$ cat config.mk
export PLATFORM = sky130hd
export DESIGN_NAME = rx_delay_meter
export DESIGN_NICKNAME = d
export VERILOG_FILES = /design/src/rtl/rx_delay_meter.sv
export SDC_FILE = /design/constraint.sdc
export NUM_CORES = 1
export LEC_CHECK = 0
export ABC_AREA = 1
export CAP_MARGIN = 15
export CORE_UTILIZATION = 50
export CTS_CLUSTER_SIZE = 24
export DETAILED_ROUTE_END_ITERATION = 10
export PLACE_DENSITY = 0.75
export SLEW_MARGIN = 25
export SYNTH_ARGS = -nofsm -noshare
export SYNTH_HDL_FRONTEND = slang
export SYNTH_SLANG_ARGS = --single-unit
$ cat constraint.sdc
create_clock -name rx_clk -period 7.2 [get_ports rx_clk]
set_input_delay 1.44 -clock rx_clk [delete_from_list [all_inputs] [get_ports rx_clk]]
set_output_delay 1.44 -clock rx_clk [all_outputs]
set_load 0.01 [all_outputs]
$ cat src/rtl/rx_delay_meter.sv
// Probe-frame one-way delay meter on the MAC receive byte stream.
// Extracts sequence and tx timestamp, reports delay and keeps counters.
module rx_delay_meter #(
  parameter int unsigned TS_W           = 32,
  parameter logic [15:0] ETHERTYPE      = 16'h88B5,
  parameter int unsigned SEQ_OFS        = 14,
  parameter int unsigned TS_OFS         = 16,
  parameter int unsigned STATUS_TIMEOUT = 16
) (
  input  logic            rx_clk,
  input  logic            reset,
  input  logic [7:0]      mac_rx_data,
  input  logic            mac_rx_dvld,
  input  logic            mac_rx_goodframe,
  input  logic            mac_rx_badframe,
  input  logic [TS_W-1:0] timestamp,
  output logic            result_valid,
  output logic [15:0]     result_seq,
  output logic [TS_W-1:0] result_delay,
  output logic            result_ok,
  output logic [15:0]     cnt_good,
  output logic [15:0]     cnt_bad,
  output logic [15:0]     cnt_seq_err
);

  localparam logic [13:0] SEQ_LO   = 14'(SEQ_OFS);
  localparam logic [13:0] TS_LO    = 14'(TS_OFS);
  localparam logic [13:0] TS_HI    = 14'(TS_OFS + TS_W / 8);
  localparam logic [15:0] TMO_LAST = 16'(STATUS_TIMEOUT - 1);

  typedef enum logic [2:0] {
    SKIP,
    IDLE,
    DATA,
    WAIT_ST,
    REPORT
  } state_e;

  state_e          state_q, state_d;
  logic [13:0]     bcnt_q, bcnt_d;
  logic [15:0]     tmr_q, tmr_d;
  logic            eth_hi_q, eth_hi_d;
  logic            match_q, match_d;
  logic [15:0]     seq_q, seq_d;
  logic [TS_W-1:0] txts_q, txts_d;
  logic [TS_W-1:0] rxts_q, rxts_d;
  logic [15:0]     exp_q, exp_d;
  logic            primed_q, primed_d;
  logic            rv_q, rv_d;
  logic [15:0]     rseq_q, rseq_d;
  logic [TS_W-1:0] rdly_q, rdly_d;
  logic            rok_q, rok_d;
  logic [15:0]     good_q, good_d;
  logic [15:0]     bad_q, bad_d;
  logic [15:0]     err_q, err_d;

  logic            status;
  logic            start;
  logic            take;
  logic            fin;
  logic            abort;
  logic            tmo;
  logic            bad_f;
  logic [13:0]     idx;

  function automatic logic [15:0] sat16(input logic [15:0] v);
    return (v == 16'hFFFF) ? v : v + 16'd1;
  endfunction

  assign status = mac_rx_goodframe | mac_rx_badframe;

  always_ff @(posedge rx_clk or posedge reset) begin
    if (reset) begin
      state_q  <= SKIP;
      bcnt_q   <= '0;
      tmr_q    <= '0;
      eth_hi_q <= 1'b0;
      match_q  <= 1'b0;
      seq_q    <= '0;
      txts_q   <= '0;
      rxts_q   <= '0;
      exp_q    <= '0;
      primed_q <= 1'b0;
      rv_q     <= 1'b0;
      rseq_q   <= '0;
      rdly_q   <= '0;
      rok_q    <= 1'b0;
      good_q   <= '0;
      bad_q    <= '0;
      err_q    <= '0;
    end else begin
      state_q  <= state_d;
      bcnt_q   <= bcnt_d;
      tmr_q    <= tmr_d;
      eth_hi_q <= eth_hi_d;
      match_q  <= match_d;
      seq_q    <= seq_d;
      txts_q   <= txts_d;
      rxts_q   <= rxts_d;
      exp_q    <= exp_d;
      primed_q <= primed_d;
      rv_q     <= rv_d;
      rseq_q   <= rseq_d;
      rdly_q   <= rdly_d;
      rok_q    <= rok_d;
      good_q   <= good_d;
      bad_q    <= bad_d;
      err_q    <= err_d;
    end
  end

  always_comb begin
    state_d  = state_q;
    bcnt_d   = bcnt_q;
    tmr_d    = tmr_q;
    eth_hi_d = eth_hi_q;
    match_d  = match_q;
    seq_d    = seq_q;
    txts_d   = txts_q;
    rxts_d   = rxts_q;
    exp_d    = exp_q;
    primed_d = primed_q;
    rv_d     = 1'b0;
    rseq_d   = rseq_q;
    rdly_d   = rdly_q;
    rok_d    = rok_q;
    good_d   = good_q;
    bad_d    = bad_q;
    err_d    = err_q;
    start    = 1'b0;
    take     = 1'b0;
    fin      = 1'b0;
    abort    = 1'b0;
    tmo      = 1'b0;

    unique case (state_q)
      SKIP: begin
        if (!mac_rx_dvld) state_d = IDLE;
      end
      IDLE: begin
        if (mac_rx_dvld) start = 1'b1;
      end
      DATA: begin
        if (mac_rx_dvld) begin
          take = 1'b1;
        end else begin
          state_d = WAIT_ST;
          tmr_d   = '0;
        end
      end
      WAIT_ST: begin
        if (status) begin
          fin = 1'b1;
        end else if (mac_rx_dvld) begin
          abort = 1'b1;
          start = 1'b1;
        end else if (tmr_q == TMO_LAST) begin
          fin = 1'b1;
          tmo = 1'b1;
        end else begin
          tmr_d = tmr_q + 16'd1;
        end
      end
      REPORT: begin
        state_d = IDLE;
        if (mac_rx_dvld) start = 1'b1;
      end
      default: state_d = SKIP;
    endcase

    // Byte 0 of a new frame can arrive from IDLE, WAIT_ST or REPORT.
    idx = start ? '0 : bcnt_q;
    if (start) begin
      state_d  = DATA;
      bcnt_d   = 14'd1;
      eth_hi_d = 1'b0;
      match_d  = 1'b0;
      rxts_d   = timestamp;
    end else if (take) begin
      bcnt_d = (bcnt_q == '1) ? bcnt_q : bcnt_q + 14'd1;
    end

    if (start || take) begin
      if (idx == 14'd12)
        eth_hi_d = (mac_rx_data == ETHERTYPE[15:8]);
      if (idx == 14'd13)
        match_d = eth_hi_q && (mac_rx_data == ETHERTYPE[7:0]);
      if (idx == SEQ_LO || idx == SEQ_LO + 14'd1)
        seq_d = {seq_q[7:0], mac_rx_data};
      if (idx >= TS_LO && idx < TS_HI)
        txts_d = (txts_q << 8) | TS_W'(mac_rx_data);
    end

    bad_f = tmo | mac_rx_badframe | ~mac_rx_goodframe |
            (bcnt_q < TS_HI);

    if (fin) begin
      state_d = REPORT;
      if (match_q) begin
        rv_d   = 1'b1;
        rseq_d = seq_q;
        rdly_d = rxts_q - txts_q;
        if (bad_f) begin
          bad_d = sat16(bad_q);
          rok_d = 1'b0;
        end else begin
          good_d = sat16(good_q);
          rok_d  = 1'b1;
          if (primed_q && seq_q != exp_q) begin
            err_d = sat16(err_q);
            rok_d = 1'b0;
          end
          exp_d    = seq_q + 16'd1;
          primed_d = 1'b1;
        end
      end
    end

    // A frame overrun by the next one is bad and never reported.
    if (abort && match_q) bad_d = sat16(bad_q);
  end

  assign result_valid = rv_q;
  assign result_seq   = rseq_q;
  assign result_delay = rdly_q;
  assign result_ok    = rok_q;
  assign cnt_good     = good_q;
  assign cnt_bad      = bad_q;
  assign cnt_seq_err  = err_q;

endmodule

* Word level (Yosys, flattened, before mapping)
Cells that the tools add are included.
** Cells by class
- Bitwise logic cells :: 9
- Eq/ne operators :: 24
- Reduce and logical (&&, ||, !) cells :: 24
- Order comparisons :: 3
- Mux-type cells :: 40
- $add $sub $neg :: 7
** Operators by type and width (number)
- $mux 16 :: 9
- $add 16x1->16 const B :: 5
- $eq 14x4->1 const B :: 4
- $mux 14 :: 4
- $eq 16x16->1 const B :: 3
- $or 32x8->32 :: 1
- $pmux 16 s2 :: 1
- $sub 32x32->32 :: 1
- $lt 14x5->1 const B :: 2
- $mux 1 :: 20
- $eq 16x4->1 const B :: 1
- $eq 8x8->1 const B :: 2
- $ne 16x16->1 :: 1
- $add 14x1->14 const B :: 1
- $eq 14x14->1 const B :: 1
- $ge 14x5->1 const B :: 1
- $mux 3 :: 4
- $pmux 3 s4 :: 1
- $ne 2x2->1 const B :: 5
- $reduce_and 5->1 :: 2
- $reduce_bool 2->1 :: 5
- $reduce_and 3->1 :: 3
- $ne 4x4->1 const B :: 2
- $reduce_and 2->1 :: 4
- 12 further kinds :: 24
** Word-level totals
- Logic and storage cells :: 124
- Bits of input ports :: 45
- Flip-flop bits (word level) :: 230
- Output and inout port bits :: 98

* Logic depth before layout (Yosys ltp)
- Word-level depth :: 12
- Depth in mapped cells :: 15
- Mapped depth without buffers :: 15

* Worst setup path before layout
OpenSTA, ideal clock, no wires.
- Kind :: input-to-reg
- From :: in mac_rx_dvld
- To :: reg match_q
- Buffers on the path :: 1
- Data arrival time :: 2.428 ns
- Stages :: 9
- Library setup time :: 0.125 ns
- Data required time :: 7.075 ns
- Slack :: 4.646 ns
- Path through :: inv_1 -> nor3_1 -> nand2_1 -> nand2_1 -> inv_2 -> clkbuf_1 -> nand3_1 -> nor2_1 -> o22ai_1
** On the way
- Word-level cells in the longest chain between the ends :: 7
- Elaborated cells between the ends (all ways) :: 10
- Those cells by class :: eq/ne (1); mux (8); reduce/logical (1)
** Ends and longest elaborated chain
- from (decl) :: line 13 : input logic mac_rx_dvld,
- $mux 1 (*)
- $mux 1 :: line 152 : if (status) begin
- $pmux 1 s2 :: line 136 : unique case (state_q)
- $mux 14 :: line 172 : idx = start ? '0 : bcnt_q;
- $eq 14x4->1 :: line 186 : if (idx == 14'd13)
- $mux 1 :: line 186
- $mux 1 (*) :: line 183 : if (start || take) begin
- net match_d :: line 43 : logic match_q, match_d;
- to (signal assigned) :: line 96 : match_q <= match_d;
- to (decl) :: line 43
The timed path passes the listed nets; every way through them passes the cells marked *.
A chain may end at the register's enable or synchronous reset.

* Worst setup path in the final report
- From :: in mac_rx_dvld
- To :: reg good_q[0] (netlist: cnt_good[0])
** On the way
- Word-level cells in the longest chain between the ends :: 8
- Elaborated cells between the ends (all ways) :: 10
- Those cells by class :: mux (5); bitwise (4); reduce/logical (1)
** Ends and longest elaborated chain
- $mux 1 (*) :: line 154 : end else if (mac_rx_dvld) begin
- $mux 1 :: line 152
- $mux 1 :: line 136
- $or 1x1->1 (3 in a row) :: line 194 : bad_f = tmo | mac_rx_badframe | ~mac_rx_goodframe |
- $not 1->1 (no source line)
- $reduce_and 4->1 (no source line) (*)
- to (signal assigned) :: line 106 : good_q <= good_d;
- to (decl) :: line 53 : logic [15:0] good_q, good_d;
Mark *: on every way between the ends. The rest lies on a longest branch, timed or not.

==> impl_results.md <==
- Critical Path RT: 7.58 ns
- VDD IR max: between 200 and 250 µV
- DRC errors left: 0
- Max H-tree Level: 1
- Cts hold-fix bufs: 0
- Power Density: 305 mW/mm²
- Clock Latency Late Sink: 0.54 ns
- Top delay family on crit path: simple AND/OR/NAND/NOR gates
- Final period utilization: between 50% and 60%
- Crit path top cell by count: nand2_2
- Total global-route track usage: about 25%
- CP arrival: 4.33 ns
- Layout Cells excl Fill: approximately 2,400
- Initial Utilization: about half
- RSZ-0062 raised after global routing: no
- Global route overflow: 0
- Netlist Area Pre-Place: 0.0136 mm²
- Critical path's largest stage delay: 0.67 ns
- Slew headroom: 42.8%
- Routed WL: 34.3 mm
- Critical Path Source Type: input pin
- Cells after Synth: 1,917
- Total power: 4950 µW
- Buffers & Inverters on Critical Path: 2
- Period minus WS final: 3.95 ns
- Die area: 0.0278 mm²
- Yosys cell types: 38
- Crit path cell chain: clkdlybuf4s50_1 -> nor2_1 -> nand3_2 -> nand2_2 -> nand2_2 -> inv_2 -> nand2_1 -> xor2_1
- Initial antenna violation count: 0
- DR WL/cell: 14.3 µm
- M1 WL: 16.5 mm
- Critical-path top delay cell: inv_2
- Rows: 59
- First-pass GRT wire length: approximately 60 mm
- Largest net degree at the start of global routing: 187
- Vias/cell: 5.20
- Slew Limit Fails: 0
- Worst Hold Launch: primed_q$_DFFE_PP0P_
- WHS Endpoint: primed_q$_DFFE_PP0P_
- Die height: 167 µm
- Die Wd: roughly 170 µm
- Share of cells above drive strength 1: 4.21%
- Vias in the first global route: 11,700
- Avg Cell Area, Syn: 7.08 µm²
- Register bit count reported by yosys: 230
- P&R area growth vs syn: 19.7%
- Setup violators final: 0
- Final GP Congestion: 0.893
- Met3 WL: 2.10 mm
- Max Clock Freq: 253 MHz
- R2r endpoint: cnt_good[0]$_DFFE_PP0P_
- Worst r2r src: tmr_q[0]$_DFFE_PP0P_
- Diode count: 0
- Final Hold Vio Count: 0
- Status: completed
- TritonCTS clock tree: built
- Levels on crit path: 8
- Reg2reg setup slack: 3.63 ns
- Met2 wire len: 15.2 mm
- Worst-Margin Slew: 0.855 ns
- Final TNS setup: 0 ns
- Drt first pass iters: 6
- Clock Tree Buf Depth: 3
- Register area share after synthesis: ~42%
- Drt initial violations: 856
- Critical path class: input pin to register
- ANT nets after route: 0
- Num CTS Buffers: 26
- Most frequent cells in the layout: 719 x nand2_1, 255 x inv_1, 230 x dfrtp_1, 142 x clkdlybuf4s50_1, 128 x nand3_1
- Leak: about 0.0081 µW
- Commonest non-fill, non-tap cell in the layout: nand2_1
- Clock sink count: 230
- IO Port Bufs: 142
- Nets: 2,128
- R2R cell count: 11
- CP Max Fanout: between 40 and 50
- CORE AREA: 0.0264 mm²
- I/O pin count: ~140
- Reg clk slew, reported paths: about 0.06 ns
- Synth warn: 0
- Post-cts resize count: 0
- Min-delay worst type: register to register
- Max Used Layer: met4
- Synthesized net count: 2,000
- Worst Clk Skew: 0.0186 ns
- Worst Hold Path Cells: 2
- Placed insts: between 2,000 and 2,500
- Total number of vias: 12,500
- Total of max-cap violations: 0
- Worst Setup End Kind: register
- Setup bufs post-CTS: 0
- HPWL after DPL: 25.2 mm
- Root buf cell: clkbuf_16
## through the flow
step                      hold slack, ns  utilization [%]  setup slack (ns)  area [µm²]
after global routing               0.502             61.7              2.96       16300
after detailed placement           0.452             58.0              2.72       15300
after floorplan                    0.432                -              2.75       13600
after global placement             0.450             57.9              2.85       15300
final                              0.466             61.7              3.25       16300
after CTS                          0.466             61.6              3.27       16200
## sequential cells by signal, summed over array words and instances, names as in the netlist
signal and flops:
result_delay 32, rxts_q 32, txts_q 32, cnt_bad 16, cnt_good 16, cnt_seq_err 16, exp_q 16, result_seq 16
seq_q 16, tmr_q 16, bcnt_q 14, state_q 3, eth_hi_q 1, match_q 1, primed_q 1, result_ok 1
result_valid 1
## Yosys cell counts
cell       count  area share, %
o21ai_0      119            4.4
nand3b_1      11           0.61
nand2_4        1          0.083
o2111ai_1      1          0.064
a21o_1         2           0.11
inv_1        256            7.1
o21ai_1       18           0.66
or2_2          8           0.37
o211ai_2       1          0.092
fa_1           1           0.15
o211ai_1       1          0.055
nand2_1      719             20
buf_4          3           0.17
nor2_2         3           0.14
o31ai_1        6           0.33
clkbuf_1      35           0.97
a31oi_1        1          0.046
a21oi_1       22           0.81
and2_1         2          0.092
o21ai_2        1          0.064
inv_2          7           0.19
xnor2_1       35            2.3
buf_2          8           0.29
nor2_4         2           0.17
nor2_1       123            3.4
buf_6          4           0.33
xor2_1        38            2.5
o22ai_1        1          0.046
o21bai_1       2           0.11
nand3_2        2           0.15
nor3_1        26           0.96
nand4_1       56            2.6
ha_1          37            3.4
nand3_1      128            4.7
dfrtp_1      230             42
nand2_2        3           0.14
nor4_1         3           0.14
nor2_8         1           0.15
## report_power, final
group | leakage (µW) | total (µW) | switching [µW] | internal [µW]
Sequential | 0.00307 | 1560 | 124 | 1440
Combinational | 0.00459 | 1940 | 1290 | 649
Clock | 0.000443 | 1460 | 567 | 888
## how the worst max path moves through the flow
stage                           start  slack, ns                       end
after floorplan                 reset       2.75     bcnt_q[0]$_DFFE_PP0P_
after global placement    mac_rx_dvld       2.85   cnt_good[0]$_DFFE_PP0P_
after detailed placement  mac_rx_dvld       2.72   cnt_good[0]$_DFFE_PP0P_
after CTS                 mac_rx_dvld       3.27   cnt_good[0]$_DFFE_PP0P_
after global routing      mac_rx_dvld       2.96  cnt_good[15]$_DFFE_PP0P_
final                     mac_rx_dvld       3.25   cnt_good[0]$_DFFE_PP0P_
## layout make-up
class / count / area (µm²)
fillers: 2364 / 10100
multi-input cells: 1374 / 6620
flip-flops and latches: 230 / 5760
repair buffers: 150 / 1520
inverters: 263 / 991
clock buffers: 29 / 703
well taps: 335 / 419
clock inverters: 19 / 251
## worst register-to-register path: stages, from the launching register on
cell and delay, ns:
dfrtp_1 0.43, ha_1 0.32, nand2_2 0.12, nor2_4 0.19, inv_2 0.05, nor2_2 0.09
nand3_2 0.11, nand2_2 0.11, nand2_2 0.45, inv_2 0.68, nand2_1 0.58, xor2_1 0.30
## per-layer routing
metal  global-route usage (%)  vias to the layer above
met2                     39.8                      353
met1                     36.8                     5795
met4                     6.00                        0
li1                         -                     6290
met5                        0                        -
met3                     3.68                       46
## cell families (layout without fill, tap and decap cells)
| family | after synthesis | count (layout) | share of synthesized area (%) |
|---|---|---|---|
| simple gates | 1088 | 1088 | 33.6 |
| compound gates | 175 | 175 | 6.78 |
| buf+inv | 313 | 461 | 9.03 |
| flops | 230 | 230 | 42.4 |
| fa+ha+maj | 38 | 38 | 3.56 |
| xor+xnor | 73 | 73 | 4.71 |
Note: power is estimated with default switching activity, not from simulation.
